--- src/rtl/conf_mem_pkg.sv ---
// Shared definitions for the conf_mem_n register bank: slot kinds and flat-bus helpers.
package conf_mem_pkg;

   // Behaviour class of a single register slot
   typedef enum logic [1:0] {
      KIND_RW_SYNC   = 2'd0,  // host-writable, active copy follows shadow at frame sync
      KIND_RW_IMM    = 2'd1,  // host-writable, active copy follows the write at once
      KIND_RO        = 2'd2,  // status, resampled from sts_in every cycle
      KIND_RO_STICKY = 2'd3   // status, bits set by sts_in and cleared by host write-1
   } slot_kind_e;

   // Map the per-slot parameter mask bits onto a slot kind
   function automatic slot_kind_e slot_kind(input logic dir, input logic sticky, input logic imm);
      if (dir) begin
         return sticky ? KIND_RO_STICKY : KIND_RO;
      end
      return imm ? KIND_RW_IMM : KIND_RW_SYNC;
   endfunction

   // Bit offset of slot idx inside a flat bus of dw-bit slots
   function automatic int unsigned slot_lsb(input int unsigned idx, input int unsigned dw);
      return idx * dw;
   endfunction

endpackage

--- src/rtl/conf_reg_slot.sv ---
// One register slot of conf_mem_n; its behaviour is selected by KIND.
module conf_reg_slot
   import conf_mem_pkg::*;
#(
   parameter int unsigned   DW   = 16,
   parameter slot_kind_e    KIND = KIND_RW_SYNC,
   parameter logic [DW-1:0] DEF  = '0
) (
   input  logic          clk,
   input  logic          rst,
   input  logic          wr_i,    // host write strobe already qualified by address hit
   input  logic [DW-1:0] wdt_i,
   input  logic          sync_i,  // frame boundary
   input  logic [DW-1:0] sts_i,
   output logic [DW-1:0] rd_o,    // host-visible value (shadow or status)
   output logic [DW-1:0] cfg_o,   // datapath-visible value (active or status)
   output logic          diff_o   // frame-synced shadow differs from active
);

   logic [DW-1:0] shadow_q, shadow_d;
   logic [DW-1:0] active_q, active_d;

   // Next-state selection per slot kind; for status kinds both copies carry the status value
   always_comb begin
      shadow_d = shadow_q;
      active_d = active_q;
      case (KIND)
         KIND_RW_SYNC: begin
            if (wr_i)   shadow_d = wdt_i;
            // commits the pre-write shadow when a write lands on the sync cycle
            if (sync_i) active_d = shadow_q;
         end
         KIND_RW_IMM: begin
            if (wr_i) begin
               shadow_d = wdt_i;
               active_d = wdt_i;
            end else if (sync_i) begin
               active_d = shadow_q;
            end
         end
         KIND_RO: begin
            shadow_d = sts_i;
            active_d = sts_i;
         end
         KIND_RO_STICKY: begin
            // OR-ing sts_i last makes a set win over a same-cycle clear
            shadow_d = (shadow_q & ~(wr_i ? wdt_i : '0)) | sts_i;
            active_d = shadow_d;
         end
         default: ;
      endcase
   end

   // Slot storage with synchronous reset to the default value
   always_ff @(posedge clk) begin
      if (rst) begin
         shadow_q <= DEF;
         active_q <= DEF;
      end else begin
         shadow_q <= shadow_d;
         active_q <= active_d;
      end
   end

   assign rd_o   = shadow_q;
   assign cfg_o  = active_q;
   assign diff_o = (KIND == KIND_RW_SYNC) && (shadow_q != active_q);

endmodule

--- src/rtl/conf_mem_n.sv ---
// Parametrised config/status register bank with frame-synchronised double buffering.
module conf_mem_n
   import conf_mem_pkg::*;
#(
   parameter int unsigned                       DW_MA      = 8,
   parameter int unsigned                       DW_MD      = 16,
   parameter int unsigned                       NUM_OF_REG = 8,
   parameter logic [NUM_OF_REG*DW_MD-1:0]       DEF_M      = '0,
   parameter logic [NUM_OF_REG-1:0]             DIR_M      = '0,
   parameter logic [NUM_OF_REG-1:0]             STICKY_M   = '0,
   parameter logic [NUM_OF_REG-1:0]             IMM_M      = '0
) (
   input  logic                        clk,
   input  logic                        rst,
   input  logic [DW_MA-1:0]            adr,
   input  logic [DW_MD-1:0]            wdt,
   input  logic                        wen,
   input  logic                        ren,
   output logic [DW_MD-1:0]            rdt,
   output logic                        rvld,
   output logic                        err,
   input  logic                        frm_sync,
   input  logic [NUM_OF_REG*DW_MD-1:0] sts_in,
   output logic [NUM_OF_REG*DW_MD-1:0] cfg_out,
   output logic                        pend
);

   logic [31:0]      adr_ext;
   logic             in_range;
   logic [DW_MD-1:0] rd_slot [NUM_OF_REG];
   logic [NUM_OF_REG-1:0] diff;
   logic [DW_MD-1:0] rd_mux;

   logic [DW_MD-1:0] rdt_q, rdt_d;
   logic             rvld_q, rvld_d;
   logic             err_q, err_d;
   logic             pend_q, pend_d;

   assign adr_ext  = 32'(adr);
   assign in_range = adr_ext < 32'(NUM_OF_REG);

   for (genvar gi = 0; gi < NUM_OF_REG; gi++) begin : g_slot
      logic hit;
      assign hit = wen && in_range && (adr_ext == 32'(gi));

      conf_reg_slot #(
         .DW   (DW_MD),
         .KIND (slot_kind(DIR_M[gi], STICKY_M[gi], IMM_M[gi])),
         .DEF  (DEF_M[slot_lsb(gi, DW_MD) +: DW_MD])
      ) u_slot (
         .clk    (clk),
         .rst    (rst),
         .wr_i   (hit),
         .wdt_i  (wdt),
         .sync_i (frm_sync),
         .sts_i  (sts_in[slot_lsb(gi, DW_MD) +: DW_MD]),
         .rd_o   (rd_slot[gi]),
         .cfg_o  (cfg_out[slot_lsb(gi, DW_MD) +: DW_MD]),
         .diff_o (diff[gi])
      );
   end

   // Read mux over slot values as they stand before this edge
   always_comb begin
      rd_mux = '0;
      for (int unsigned i = 0; i < NUM_OF_REG; i++) begin
         if (adr_ext == i) rd_mux = rd_slot[i];
      end
   end

   // Host response and pending-flag next state
   always_comb begin
      rvld_d = ren;
      err_d  = (ren || wen) && !in_range;
      rdt_d  = rdt_q;
      if (ren) rdt_d = in_range ? rd_mux : '0;
      pend_d = |diff;
   end

   // Host response and pending-flag registers
   always_ff @(posedge clk) begin
      if (rst) begin
         rdt_q  <= '0;
         rvld_q <= 1'b0;
         err_q  <= 1'b0;
         pend_q <= 1'b0;
      end else begin
         rdt_q  <= rdt_d;
         rvld_q <= rvld_d;
         err_q  <= err_d;
         pend_q <= pend_d;
      end
   end

   assign rdt  = rdt_q;
   assign rvld = rvld_q;
   assign err  = err_q;
   assign pend = pend_q;

endmodule

--- config.mk ---
export PLATFORM = sky130hd
export DESIGN_NAME = conf_mem_n
export DESIGN_NICKNAME = d
export VERILOG_FILES = /design/src/rtl/conf_mem_pkg.sv /design/src/rtl/conf_reg_slot.sv /design/src/rtl/conf_mem_n.sv
export SDC_FILE = /design/constraint.sdc
export NUM_CORES = 1
export LEC_CHECK = 0
export BUFFER_PORTS_ARGS = -buffer_cell sky130_fd_sc_hd__buf_2
export CORE_MARGIN = 4
export CORE_UTILIZATION = 58
export CTS_CLUSTER_DIAMETER = 200
export DETAILED_ROUTE_END_ITERATION = 8
export PLACE_DENSITY = 0.86
export SYNTH_ARGS = -nofsm -noshare
export SYNTH_HDL_FRONTEND = slang
export SYNTH_SLANG_ARGS = --single-unit
--- constraint.sdc ---
create_clock -name clk -period 4.95 [get_ports clk]
set_input_delay 0.495 -clock clk [delete_from_list [all_inputs] [get_ports clk]]
set_output_delay 0.495 -clock clk [all_outputs]
set_load 0.05 [all_outputs]
==> run summary, run 1 <==
Worst Path Required: 5.34 ns
Tmin final: 2.81 ns
Worst Path Arrival: 3.20 ns
core area: 0.0211 mm²
Slew HR: 0.141
clock slew at reported path FFs: 0.06 ns
Root Buffer: clkbuf_16
Post-synth EDFFs: 0
GP Congestion: 1.01
Final Instance Area: 0.0142 mm²
initial detailed-routing violation count: 1496
status: completed
share of the synthesized area in the top cell type: 0.443
Post-DRT Antenna Nets: 0
ANT cells: 0
IO Port Bufs: 175
Starting Density: 0.590
CTS H-tree lvls: 1
fin crit share: 0.568
grt total ovfl: 0
synth-to-layout area growth: 14.4%
Skew-Pair Late Insertion Delay: 0.55 ns
FP Rows: 53
fin nets: 1615
Setup Fix Bufs, Post-CTS: 0
clock sinks: 275
Cell Pwr Density: 318 mW/mm²
leading post-synthesis cells by cell area: dfxtp_1 44%, mux2i_1 18%, nor2_1 7.6%
1st-pass router iterations: 5
Filler cells: 1608
# setup viols final: 0
Max Slew Vio Count: 0
Clock Path Buffers: 3
Final Skew: 0.0198 ns
Cell Area, Placed: 0.0133 mm²
Die Y: 154 µm
WHS: 0.295 ns
CTS Buf Count: 28
Final Core Density: 0.675
Resize count post-CTS: 0
CTS tree: yes
first-pass GRT wire length: 59700 µm
yosys warns: 0
DR vias: 10700
FMAX: 0.356 GHz
hold-fix buffers at CTS: 0
Setup Crit Path Kind: in2reg
Max-cap violations: 0
WL/cell: 22.6 µm
syn nets: 1502
worst-path fanout max: 44
total track usage: 0.319
largest net degree at the start of global routing: 150
leading area contributor after synthesis: dfxtp_1
initial antenna violation count: 0
prevailing post-synth register cell: dfxtp_1
Die W: 154 µm
async set-or-reset flop fraction in the synthesized netlist: 0
count leader, synth: dfxtp_1
DRC Markers: 0
Final HPWL DP: 28000 µm
DIE AREA: 0.0239 mm²
Yosys reg bits: 275
R2R Setup Slk: 2.62 ns
Lkg Pwr: 0.00718 µW
post-route setup TNS: 0 ns
IO Count: 304
Post-Route WL: 39700 µm
mean post-synth cell area: 9.25 µm²
share of layout cells above drive strength 1: 0.168
register area share after synthesis: 0.443
number of global-route vias before repair: 10000
drt via density: 6.13
Slew @ Worst Pin: 1.28 ns
RSZ-0062 raised after global routing: false
cell area after synthesis: 0.0124 mm²
Distinct cells, synth: 52
Hold Vio Cnt, Final: 0
Startpoint Class: primary input
HP Class: in2reg
VDD IR max: 0.249 mV
synthesized instance count: 1345
Synth top cells by count: 275 x dfxtp_1, 253 x nor2_1, 224 x mux2i_1, 103 x xor2_1, 78 x nand2_1
Crit. End Element: flop
-- where the power goes --
group / internal, µW / switching (µW) / total (µW) / leakage [µW]
clock network: 1220 / 850 / 2070 / 0.000441
logic: 64.6 / 171 / 236 / 0.00452
registers: 2220 / 2.84 / 2220 / 0.00221
total: 3500 / 1020 / 4520 / 0.00718
-- layout make-up --
type / count / area (µm²) / area share
clock inverter: 4 / 45.0 / 0.00316
clock buffer: 47 / 853 / 0.0600
multi-input combinational: 948 / 6440 / 0.453
tap: 275 / 344 / 0.0242
inverter: 23 / 86.3 / 0.00607
sequential: 275 / 5510 / 0.387
timing repair buffer: 182 / 956 / 0.0672
-- critical path, stage by stage --
cell and delay [ns]:
buf_2 0.68, buf_4 0.58, nor2b_1 0.28, nand3_1 0.72, nand2_1 0.32, a21oi_1 0.10
-- registers in the layout, summed over array words and instances (netlist names) --
name and count:
rdt 16, rvld 1, g_slot.u_slot.cfg_o 128, err 1, pend 1, g_slot.u_slot.rd_o 128
-- layer usage --
metal  global-route usage  routed length, µm  part of all wire  up-vias
met4                0.116               1710             0.043        0
li1                     -                  -                 -     4875
met2                0.510              17900              0.45      645
met1                0.434              15900              0.40     5120
met3               0.0574               4210              0.11      104
met5                    0                  0                 0        -
-- cell families after synthesis --
group	synth area share
AO/OA/AOI/OAI	0.0921
multiplexers	0.195
AND/OR/NAND/NOR	0.151
XOR/XNOR	0.0796
buffers and inverters	0.0397
flip-flops	0.443
-- cells in the final DEF (no fill, tap or decap), types with 10 or more instances in the layout --
master,count
dfxtp_1,275
nor2_1,253
mux2i_1,224
buf_2,173
xor2_1,103
nand2_1,78
a21oi_1,55
o21ai_0,31
clkbuf_16,29
nor4_1,28
inv_1,23
o22ai_1,22
mux2_2,16
o32a_1,16
nor2b_1,14
clkbuf_1,12
a22o_1,10
xnor2_1,10
-- metrics by stage --
stage	worst slack (ns)	total power, µW	cells
2_1_floorplan	2.89	2430	1345
3_5_place_dp	1.74	2500	1703
4_1_cts	2.26	4520	1754
5_1_grt	2.08	4620	1754
3_3_place_gp	1.82	2490	1703
6_report	2.14	4520	1754
-- path summary, 6_finish.rpt --
check                                  from                        end  depth (start not counted)
hold / removal                      wdt[15]  g_slot[2].u_slot.rd_o[15]                          3
setup / recovery                     adr[0]   g_slot[1].u_slot.rd_o[3]                          6
hold reg to reg                     rdt[13]                    rdt[13]                          2
setup reg to reg  g_slot[3].u_slot.rd_o[12]                       pend                          5
Note: power is estimated with default switching activity, not from simulation.
==> run 2, diff against run 1 <==
--- a/config.mk
+++ b/config.mk
@@ -7,10 +7,10 @@
 export LEC_CHECK = 0
 export BUFFER_PORTS_ARGS = -buffer_cell sky130_fd_sc_hd__buf_2
 export CORE_MARGIN = 4
-export CORE_UTILIZATION = 58
+export CORE_UTILIZATION = 49
 export CTS_CLUSTER_DIAMETER = 200
 export DETAILED_ROUTE_END_ITERATION = 8
-export PLACE_DENSITY = 0.86
+export PLACE_DENSITY = 0.77
 export SYNTH_ARGS = -nofsm -noshare
 export SYNTH_HDL_FRONTEND = slang
 export SYNTH_SLANG_ARGS = --single-unit
==> constraint.sdc (replaced) <==
create_clock -name clk -period 2.4 [get_ports clk]
set_input_delay 0.24 -clock clk [delete_from_list [all_inputs] [get_ports clk]]
set_output_delay 0.24 -clock clk [all_outputs]
set_load 0.05 [all_outputs]
==> run 2 against run 1 <==
Against the previous run: die area grew 17%; core utilization is 8.6 points lower; sequential share of layout area fell by 1.5 points; cell area grew 3.9%; sequential power is 110% higher; final cell count increased by 6.2%; largest power group unchanged.
==> run summary, run 2 (synthesis results as in run 1) <==
status: completed
Worst R2R End: pend
VDD IR max: 0.497 mV
Slew HR: 0.539
most common cell after layout, fill and taps aside: dfxtp_1
Final Instance Area: 0.0148 mm²
initial antenna violation count: 0
Post-DRT Antenna Nets: 0
DIE AREA: 0.0280 mm²
Max Slew Vio Count: 0
Cell Area, Placed: 0.0139 mm²
core area: 0.0251 mm²
worst r2r src: g_slot[3].u_slot.rd_o[7]
fin cells: 1862
Skew-Pair Late Insertion Delay: 0.54 ns
DRC Markers: 0
# setup viols final: 0
Filler cells: 2245
HP Class: in2reg
first-pass GRT wire length: 62400 µm
worst-path fanout max: 5
most frequent cells in the layout: 275 x dfxtp_1, 253 x nor2_1, 224 x mux2i_1, 173 x buf_2, 103 x xor2_1
total track usage: 0.286
FP Rows: 58
IO Count: 304
number of global-route vias before repair: 10300
Root Buffer: clkbuf_16
Clock Path Buffers: 3
CTS Buf Count: 28
Slew @ Worst Pin: 0.674 ns
Setup Fix Bufs, Post-CTS: 0
hold-fix buffers at CTS: 0
share of layout cells above drive strength 1: 0.200
FF-to-FF path depth: 5
Worst Path Arrival: 2.41 ns
Starting Density: 0.495
drt via density: 5.84
Final HPWL DP: 30400 µm
grt total ovfl: 0
largest net degree at the start of global routing: 84
clock slew at reported path FFs: 0.06 ns
DR vias: 10900
Hold Path Origin: wdt[15]
WHS Path Cells: 3
critical path's slowest cell: a2111oi_0
Startpoint Class: flop
Crit. End Element: flop
Die Y: 167 µm
fin nets: 1668
Lkg Pwr: 0.00748 µW
fin crit share: 0.838
final total power: 9450 µW
1st-pass router iterations: 6
IO Port Bufs: 175
R2R Setup Slk: 0.39 ns
worst slack at placement: 0.207 ns
Max stage delay on crit path: 0.60 ns
Cell Pwr Density: 639 mW/mm²
CP cell instances: nor2b_1 > a2111oi_0 > o2111ai_1 > nor4_1 > a41oi_1
FMAX: 0.497 GHz
Max-cap violations: 0
Hold Path End: g_slot[1].u_slot.rd_o[15]
Tmin final: 2.01 ns
Hold Vio Cnt, Final: 0
ANT cells: 0
CTS H-tree lvls: 1
Inst Count DP: 1811
synth-to-layout area growth: 18.9%
RSZ-0062 raised after global routing: false
CTS tree: yes
initial detailed-routing violation count: 1383
GP Congestion: 1.02
Worst Path Required: 2.80 ns
clock sinks: 275
Die W: 167 µm
Setup Crit Path Kind: reg2reg
WL/cell: 22.5 µm
post-route setup TNS: 0 ns
post-route setup slack: 0.390 ns
Post-Route WL: 41800 µm
Resize count post-CTS: 0
Final Skew: 0.00858 ns
run 2: cell count changes in the layout (fill, tap and decap cells not counted):
cell        previous run  this run
buf_12                 1         7
clkinv_2               3         7
buf_4                  6        53
clkbuf_1              12         6
clkbuf_8               7         8
clkinvlp_4             0         1
run 2: how the worst max path moves through the flow:
| stage | start | slack [ns] | cells past startpoint | to |
|---|---|---|---|---|
| final | g_slot[3].u_slot.rd_o[7] | 0.39 | 5 | pend |
| after global routing | g_slot[3].u_slot.rd_o[7] | 0.29 | 5 | pend |
| after CTS | g_slot[0].u_slot.cfg_o[7] | 0.41 | 5 | pend |
| after detailed placement | adr[7] | 0.21 | 6 | g_slot[3].u_slot.rd_o[3] |
| after global placement | adr[7] | 0.18 | 6 | g_slot[3].u_slot.rd_o[3] |
| after floorplan | g_slot[1].u_slot.cfg_o[2] | 0.46 | 5 | pend |
run 2: final cells by class:
type	count	area (µm²)	area share
multi-input cells	948	6440	0.436
repair buffers	235	1430	0.0966
flip-flops and latches	275	5510	0.372
clock inverters	9	72.6	0.00491
well taps	330	413	0.0279
inverters	23	86.3	0.00584
clock buffers	42	845	0.0571
run 2: critical path, delay by kind of cell, from the launching register on:
family,cells,cell delay [ns]
DFF,1,0.36
and+or+nand+nor,2,0.50
AOI/OAI and AO/OA,3,1.00
run 2: through the flow:
step / util / hold slack (ns)
final: 0.589 / 0.0452
after detailed placement: 0.553 / 0.437
after CTS: 0.589 / 0.0305
after global routing: 0.589 / 0.0416
after global placement: 0.553 / 0.436
after floorplan: - / 0.395
run 2: per-layer routing:
| layer | GRT usage | wire length, µm | up-vias |
|---|---|---|---|
| met4 | 0.128 | 2170 | 0 |
| met5 | 0 | 0 | - |
| li1 | - | - | 4971 |
| met3 | 0.0713 | 4340 | 111 |
| met1 | 0.376 | 16800 | 5226 |
| met2 | 0.446 | 18500 | 559 |
run 2: report_power, final:
| group | switching (µW) | total [µW] | internal, µW |
|---|---|---|---|
| Clock | 1820 | 4350 | 2520 |
| Combinational | 371 | 529 | 157 |
| Sequential | 6.41 | 4580 | 4570 |
